## src/rtl/button_event_pkg.sv

```systemverilog
// Shared types for the button event generator: event codes and FSM states.
package button_event_pkg;

  typedef enum logic [1:0] {
    EVT_PRESS   = 2'b00,
    EVT_RELEASE = 2'b01,
    EVT_LONG    = 2'b10,
    EVT_REPEAT  = 2'b11
  } evt_code_e;

  typedef enum logic [1:0] {
    ST_IDLE  = 2'b00,
    ST_SHORT = 2'b01,
    ST_HELD  = 2'b10
  } state_e;

endpackage

```

## src/rtl/button_event_if.sv

```systemverilog
// Event handshake bundle: producer (master) presents events, consumer (slave) acks.
interface button_event_if;
  import button_event_pkg::*;

  logic      evt_valid;
  evt_code_e evt_code;
  logic      evt_ack;
  logic      evt_overrun;
  logic      overrun_clr;

  modport master (output evt_valid, evt_code, evt_overrun, input evt_ack, overrun_clr);
  modport slave  (input evt_valid, evt_code, evt_overrun, output evt_ack, overrun_clr);

endinterface

```

## src/rtl/button_event_slot.sv

```systemverilog
// Single-entry event holding register with ack and sticky overrun flag.
module button_event_slot
  import button_event_pkg::*;
(
  input  logic      clock,
  input  logic      reset_n,
  input  logic      new_vld_i,
  input  evt_code_e new_code_i,
  input  logic      ack_i,
  input  logic      clr_i,
  output logic      vld_o,
  output evt_code_e code_o,
  output logic      ovr_o
);

  logic      vld_q, vld_d;
  evt_code_e code_q, code_d;
  logic      ovr_q, ovr_d;
  logic      accept, drop;

  // An ack in the same cycle frees the slot for the incoming event.
  assign accept = new_vld_i && (!vld_q || ack_i);
  assign drop   = new_vld_i && vld_q && !ack_i;

  always_comb begin
    vld_d  = vld_q;
    code_d = code_q;
    if (accept) begin
      vld_d  = 1'b1;
      code_d = new_code_i;
    end else if (ack_i) begin
      vld_d  = 1'b0;
    end
    ovr_d = drop | (ovr_q & ~clr_i);
  end

  always_ff @(posedge clock) begin
    if (!reset_n) begin
      vld_q  <= 1'b0;
      code_q <= EVT_PRESS;
      ovr_q  <= 1'b0;
    end else begin
      vld_q  <= vld_d;
      code_q <= code_d;
      ovr_q  <= ovr_d;
    end
  end

  assign vld_o  = vld_q;
  assign code_o = code_q;
  assign ovr_o  = ovr_q;

endmodule

```

## src/rtl/button_event.sv

```systemverilog
// Button event generator: PRESS/RELEASE/LONG (+REPEAT when BUTTON_EVENT_REPEAT_EN
// is defined) from a debounced level, delivered through a one-entry slot.
module button_event
  import button_event_pkg::*;
#(
  parameter int unsigned HOLD_CYCLES   = 16'd50000,
  parameter int unsigned REPEAT_CYCLES = 16'd10000,
  parameter int unsigned CNT_WIDTH     = 16
) (
  input  logic                 clock,
  input  logic                 reset_n,
  input  logic                 botao_filtrado,
  output logic                 pressed,
  button_event_if.master       evt
);

  // Counter is 0 on the generating edge, so the Nth edge after it sees N-1.
  localparam logic [CNT_WIDTH-1:0] HOLD_LAST = CNT_WIDTH'(HOLD_CYCLES - 1);
`ifdef BUTTON_EVENT_REPEAT_EN
  localparam logic [CNT_WIDTH-1:0] REP_LAST  = CNT_WIDTH'(REPEAT_CYCLES - 1);
`endif

  state_e               state_q, state_d;
  logic [CNT_WIDTH-1:0] cnt_q, cnt_d, cnt_inc;
  logic                 btn_q;
  logic                 gen_vld;
  evt_code_e            gen_code;

  assign cnt_inc = (cnt_q == '1) ? cnt_q : cnt_q + 1'b1;

  always_comb begin
    state_d  = state_q;
    cnt_d    = cnt_inc;
    gen_vld  = 1'b0;
    gen_code = EVT_PRESS;
    unique case (state_q)
      ST_IDLE: begin
        cnt_d = cnt_q;
        if (botao_filtrado && !btn_q) begin
          gen_vld  = 1'b1;
          gen_code = EVT_PRESS;
          cnt_d    = '0;
          state_d  = ST_SHORT;
        end
      end
      ST_SHORT: begin
        if (!botao_filtrado) begin
          gen_vld  = 1'b1;
          gen_code = EVT_RELEASE;
          cnt_d    = '0;
          state_d  = ST_IDLE;
        end else if (cnt_q >= HOLD_LAST) begin
          gen_vld  = 1'b1;
          gen_code = EVT_LONG;
          cnt_d    = '0;
          state_d  = ST_HELD;
        end
      end
      ST_HELD: begin
        if (!botao_filtrado) begin
          gen_vld  = 1'b1;
          gen_code = EVT_RELEASE;
          cnt_d    = '0;
          state_d  = ST_IDLE;
        end else begin
`ifdef BUTTON_EVENT_REPEAT_EN
          if (cnt_q >= REP_LAST) begin
            gen_vld  = 1'b1;
            gen_code = EVT_REPEAT;
            cnt_d    = '0;
          end
`else
          cnt_d = cnt_q;
`endif
        end
      end
      default: begin
        state_d = ST_IDLE;
        cnt_d   = '0;
      end
    endcase
  end

  always_ff @(posedge clock) begin
    if (!reset_n) begin
      state_q <= ST_IDLE;
      cnt_q   <= '0;
      btn_q   <= 1'b0;
    end else begin
      state_q <= state_d;
      cnt_q   <= cnt_d;
      btn_q   <= botao_filtrado;
    end
  end

  assign pressed = btn_q;

  button_event_slot u_slot (
    .clock      (clock),
    .reset_n    (reset_n),
    .new_vld_i  (gen_vld),
    .new_code_i (gen_code),
    .ack_i      (evt.evt_ack),
    .clr_i      (evt.overrun_clr),
    .vld_o      (evt.evt_valid),
    .code_o     (evt.evt_code),
    .ovr_o      (evt.evt_overrun)
  );

endmodule

```

## src/flat_wrapper.sv

```systemverilog
// flat-port wrapper written by rule: the top's interface ports become plain ports
module button_event_flat import button_event_pkg::*;
#(
  parameter int unsigned HOLD_CYCLES   = 16'd50000,
  parameter int unsigned REPEAT_CYCLES = 16'd10000,
  parameter int unsigned CNT_WIDTH     = 16
)
  (clock, reset_n, botao_filtrado, pressed, evt_evt_valid, evt_evt_code, evt_evt_overrun, evt_evt_ack, evt_overrun_clr);
  button_event_if evt_i ();
  input  logic clock;
  input  logic reset_n;
  input  logic botao_filtrado;
  output logic pressed;
  output wire logic [$bits(evt_i.evt_valid)-1:0] evt_evt_valid;
  output wire logic [$bits(evt_i.evt_code)-1:0] evt_evt_code;
  output wire logic [$bits(evt_i.evt_overrun)-1:0] evt_evt_overrun;
  input wire logic [$bits(evt_i.evt_ack)-1:0] evt_evt_ack;
  input wire logic [$bits(evt_i.overrun_clr)-1:0] evt_overrun_clr;
  assign evt_evt_valid = evt_i.evt_valid;
  assign evt_evt_code = evt_i.evt_code;
  assign evt_evt_overrun = evt_i.evt_overrun;
  assign evt_i.evt_ack = evt_evt_ack;
  assign evt_i.overrun_clr = evt_overrun_clr;
  button_event #(.HOLD_CYCLES(HOLD_CYCLES), .REPEAT_CYCLES(REPEAT_CYCLES), .CNT_WIDTH(CNT_WIDTH)) u_core (.clock(clock), .reset_n(reset_n), .botao_filtrado(botao_filtrado), .pressed(pressed), .evt(evt_i));
endmodule
```

## config.mk

```make
export PLATFORM = sky130hd
export DESIGN_NAME = button_event_flat
export DESIGN_NICKNAME = d
export VERILOG_FILES = /design/src/rtl/button_event_pkg.sv /design/src/rtl/button_event_if.sv /design/src/rtl/button_event_slot.sv /design/src/rtl/button_event.sv /design/src/flat_wrapper.sv
export SDC_FILE = /design/constraint.sdc
export NUM_CORES = 1
export LEC_CHECK = 0
export ABC_AREA = 1
export ABC_CLOCK_PERIOD_IN_PS = 1300
export BUFFER_PORTS_ARGS = -buffer_cell sky130_fd_sc_hd__buf_4
export CORE_MARGIN = 2
export CORE_UTILIZATION = 45
export CTS_CLUSTER_DIAMETER = 30
export CTS_CLUSTER_SIZE = 28
export DETAILED_ROUTE_END_ITERATION = 8
export PLACE_DENSITY = 0.69
export RECOVER_POWER = 50
export SETUP_SLACK_MARGIN = 0.3
export SYNTH_ARGS = -nofsm -noshare
export SYNTH_HDL_FRONTEND = slang
export SYNTH_SLANG_ARGS = --single-unit
```

## constraint.sdc

```tcl
create_clock -name clock -period 1.3 [get_ports clock]
set_input_delay 0.195 -clock clock [delete_from_list [all_inputs] [get_ports clock]]
set_output_delay 0.195 -clock clock [all_outputs]
set_load 0.005 [all_outputs]
```

Yosys cells after proc, flatten, opt, wreduce, memory -nomap -nowiden
Cells that the tools add are included.
{ "classes": {"n_addsub": 1, "magnitude_cmp": 1, "n_eq_ne": 7, "n_mux": 22, "n_bitwise": 3, "reduce_logical": 12} }
{ "op_table": {"columns": ["op", "count"], "rows": [
  ["$mux 16", 5],
  ["$pmux 16 s3", 1],
  ["$add 16x1->16 const B", 1],
  ["$eq 16x16->1 const B", 1],
  ["$ge 16x16->1 const B", 1],
  ["$mux 2", 6],
  ["$mux 1", 7],
  ["$pmux 2 s3", 1],
  ["$reduce_and 3->1", 2],
  ["$logic_and 1x1->1", 4],
  ["$ne 4x4->1 const B", 1],
  ["$pmux 2 s2", 1],
  ["$logic_not 1->1", 3],
  ["$ne 3x2->1 const B", 1],
  ["$pmux 1 s3", 1],
  ["$eq 2x1->1 const B", 1],
  ["$eq 2x2->1 const B", 1],
  ["$logic_not 2->1", 1],
  ["$ne 2x1->1 const B", 1],
  ["$ne 2x2->1 const B", 1],
  ["$reduce_bool 2->1", 1],
  ["$and 1x1->1", 1],
  ["$logic_or 1x1->1", 1],
  ["$not 1->1", 1],
  ["$or 1x1->1", 1]
]} }
{ "totals": {"ff_bits": 23, "out_inout_bits": 5, "word_cells": 52} }

Logic depth before layout (Yosys ltp)
{ "depth": {"word_depth": 7, "depth_mapped": 11, "depth_no_buf": 11} }

Hierarchy
Synthesis repeated with hierarchy kept, for this count alone.
{ "hier_totals": {"cells_unflattened": 204, "area_unflattened_um2": 1408.9} }
{ "by_module_without_submodules": {"columns": ["module", "instances", "cells_per_inst", "area_each_um2", "seq_area_each_um2"], "rows": [
  ["button_event", 1, 181, 1242.4, 380.4],
  ["button_event_slot", 1, 23, 166.4, 80.1]
]} }

Worst setup path before layout
Ideal clock, no wire load.
{ "synth_timing": {"kind": "flip-flop to flip-flop", "from": "register u_core.cnt_q[0]", "to": "register u_core.cnt_q[2]", "setup_ns": 0.117, "arrival_ns": 1.280, "required_time_ns": 1.183, "slack_ns": -0.097, "path_stages_with_launch": 11, "n_path_buf": 0, "synth_period_minus_slack_ns": 1.397, "path_cell_list": "dfxtp_1 ha_1 nand3_2 nand3_2 nand2_1 nand2_2 nand2_2 nand2_4 nand2_4 nand2_4 nor3b_2"} }
{ "synth_via": {"elab_chain_len": 5, "elab_cells_between_ends": 9, "cone_classes": "add/sub (1); order compare (1); eq/ne (2); mux (4); reduce/logical (1)"} }
{ "synth_rtl": {"columns": ["item", "line_no", "rtl"], "rows": [
  ["start: declaration", "button_event.sv:24", "logic [CNT_WIDTH-1:0] cnt_q, cnt_d, cnt_inc;"],
  ["start signal: assignment", "button_event.sv:91", "cnt_q <= cnt_d;"],
  ["$add 16x1->16", "button_event.sv:29", "assign cnt_inc = (cnt_q == '1) ? cnt_q : cnt_q + 1'b1;"],
  ["$mux 16", "button_event.sv:29", null],
  ["$mux 16", "button_event.sv:52", "end else if (cnt_q >= HOLD_LAST) begin"],
  ["$mux 16", "button_event.sv:47", "if (!botao_filtrado) begin"],
  ["$pmux 16 s3", "button_event.sv:36", "unique case (state_q)"]
]} }
Parallel ways exist; a longest one is shown, timed or not. The select of a mux whose other input is x is not followed.
A chain may end at the register's enable or synchronous reset.

Final worst setup path
{ "layout_timing": {"from": "register u_core.cnt_q[1]", "to": "register u_core.cnt_q[2]"} }
Same word-level chain as after synthesis.

==> metrics.md <==
| Metric | Value |
|---|---|
| Vias per cell | `5.32` |
| Ys flop type | `dfxtp_1` |
| Multi-input gate area | `956 sq um` |
| First-pass GRT wire length | `5890 um` |
| RSZ-0062 raised after global routing | `yes` |
| DP Area | `1710 sq um` |
| Final hold vios | `0` |
| Clk sink count | `23` |
| Post-route cell area | `1920 sq um` |
| Clock buffer depth | `2` |
| Ports | `10` |
| Synth top cells by count | `31 x nand2_1, 25 x inv_1, 23 x dfxtp_1` |
| Ant. Diodes | `0` |
| Fmax | `693 MHz` |
| Antenna viol nets, final | `0` |
| Share of the synthesized area in the top cell type | `0.331` |
| TritonCTS clock tree | `yes` |
| Drt drc | `0` |
| Worst min-delay path class | `in -> reg` |
| Post-synthesis async set-or-reset flop share | `0` |
| TritonCTS Buffers | `3` |
| Req. time, crit path | `1560 ps` |
| Final worst slack | `-142 ps` |
| Clk pin slew, worst setup/hold paths | `120 ps` |
| Worst slack, placed | `-153 ps` |
| Row cnt | `20` |
| Tmin final | `1440 ps` |
| Die Ht | `59.6 um` |
| Kind of critical path | `reg -> reg` |
| Largest net degree at the start of global routing | `14` |
| PortBufs | `9` |
| Layout cells sized above 1 | `0.471` |
| Full die area | `3560 sq um` |
| Root buffer cell | `clkbuf_4` |
| Post-synth EDFFs | `0` |
| Rel. slew slack | `0.809` |
| Antenna violations before repair | `0` |
| Seq. cell area | `475 sq um` |
| Post-Route WL | `3410 um` |
| Setup Skew | `2.49 ps` |
| Worst path arrival time | `1710 ps` |
| CP Cell Sequence | `ha_4 > nand3_4 > nand3_2 > nand2_2 > nand2_2 > nand2_2 > nand2_4 > nand2_8 > nand2_8 > nor3b_2` |
| Core area | `3000 sq um` |
| Post-DR wirelength/cell | `13.2 um` |
| Global placer's final weighted congestion | `0.859` |
| Actual transition at the worst max-transition pin | `285 ps` |
| Final std cells w/o fill | `258` |
| CP Max Fanout | `8` |
| Most frequent cell after synthesis | `nand2_1` |
| R2r setup slk | `-140 ps` |
| Crit-path max cell delay | `380 ps` |
| CP Launch Type | `register` |
| Worst VDD drop | `0.567 mV` |
| Layout area overhead | `37.9%` |
| Max_cap viols | `0` |
| Initial Utilization | `0.464` |
| Seq/Total Area, Yosys | `0.331` |
| Crit share post-route | `1.11` |
| Total number of vias | `1372` |
| Grt ovf | `0` |
| # fillers | `262` |
| Yosys reg bits | `23` |
| Layout Nets | `236` |
| Clk Latency, worst-skew pair | `320 ps` |
| Final number of max-transition violations | `0` |
| Violated checks | `negative setup slack` |
| Mapped Cells | `186` |
| Gr usage total | `0.219` |
| Critical path's slowest cell | `dfxtp_4` |
| CP endpoint kind | `register` |
| Detailed Place HPWL | `2520 um` |
| Power Dens Cells | `1350 nW/um^2` |
| DR pass1 iterations | `6` |
| Cell leakage power | `0.000751 uW` |
| Outcome | `finished, violations left` |
| CTS Hold Bufs | `0` |
| Post-synthesis cell type count | `30` |
| Post-synth net total | `196` |
| Synth area leader | `dfxtp_1` |
| H-Tree Depth | `1` |
| Die Span X | `59.6 um` |
| Vias in the first global route | `1355` |
| # setup viols final | `20` |
| Synth Warn # | `0` |
| Dominant cells by area after synthesis | `dfxtp_1 33%, nand2_1 8.4%, inv_1 6.7%` |
| Synthesized area per cell | `7.49 sq um` |
| Placed cell count | `250` |
| Top cell by count, worst path | `nand2_2` |
| DRT iter0 DRCs | `48` |
| Netlist Area Pre-Place | `1390 sq um` |
[area by class of cell]
cell class                      instances  area share
Clock buffer                            4      0.0137
Inverter                               30      0.0651
Multi-Input combinational cell        131       0.498
Sequential cell                        23       0.248
Tap cell                               33      0.0215
Timing Repair Buffer                   37       0.154
[cell usage in the layout (no fill, tap or decap), types with 2 or more instances in the layout]
cell and n:
a21oi_1 7, a21oi_2 10, buf_4 32, buf_6 5, clkbuf_4 3, dfxtp_1 15, dfxtp_2 6, dfxtp_4 2
ha_2 2, ha_4 2, inv_1 24, inv_2 5, nand2_1 29, nand2_2 6, nand2_4 5, nand2_8 3
nand3_1 8, nand3_2 4, nand3_4 2, nand4_1 9, nor2_1 15, nor2_2 3, nor2_4 5, nor3_2 6
o21ai_1 4
[path summary, 6_finish.rpt]
check / from / endpoint / cells after the start
setup / recovery: u_core.cnt_q[1] / u_core.cnt_q[2] / 10
hold reg to reg: u_core.u_slot.ovr_o / u_core.u_slot.ovr_o / 2
hold / removal: botao_filtrado / u_core.pressed / 3
setup reg to reg: u_core.cnt_q[1] / u_core.cnt_q[2] / 10
[registers in the layout (all words and copies together), names as in the netlist]
signal,flops
u_core.u_slot.ovr_o,1
u_core.u_slot.vld_o,1
u_core.state_q,2
u_core.pressed,1
u_core.cnt_q,16
u_core.u_slot.code_o,2
[logic make-up after synthesis]
group                      after synthesis  share of synthesized area
AOI/OAI and AO/OA                       25                      0.103
xor gates and xnor gates                 2                     0.0126
adders and majority gates                5                     0.0449
buffers and inverters                   33                      0.103
DFF                                     23                      0.331
and+or+nand+nor                         98                      0.405
[layer usage]
metal	vias up	wire (um)	global-route usage
met2	23	1850	0.396
met5	-	0	0
met4	0	31	0.0794
li1	691	-	-
met3	2	96	0.0349
met1	656	1430	0.257
[through the flow]
| stage | utilization | hold slack [ps] | setup TNS (ps) | power [uW] |
|---|---|---|---|---|
| 6_report | 0.640 | 98.6 | -1750 | 2590 |
| 5_1_grt | 0.640 | 109 | -3630 | 2780 |
| 2_1_floorplan | - | 288 | -14.9 | 1620 |
| 4_1_cts | 0.615 | 86.1 | -1720 | 2470 |
| 3_3_place_gp | 0.569 | 423 | -781 | 1920 |
| 3_5_place_dp | 0.569 | 431 | -2040 | 1960 |
[power by group]
| group | total [uW] | leakage, uW | internal, uW | switching, uW |
|---|---|---|---|---|
| clock | 344 | 0.0000150 | 120 | 224 |
| combinational | 1410 | 0.000546 | 581 | 826 |
| sequential | 836 | 0.000190 | 787 | 49.5 |
| total | 2590 | 0.000751 | 1490 | 1100 |
[timing repair]
action,4_1_cts,5_1_grt
resized for setup,14,23
pin swaps,2,2
buffers inserted,3,0
setup endpoints to repair,22,27
cloned,1,0
[worst max-delay path: cells and delay by family (launching register included)]
family,cells,cell delay (ps)
AND/OR/NAND/NOR,9,840
flip-flops,1,380
adder cells (fa/ha/maj),1,170
Note: power is estimated with default switching activity, not from simulation.
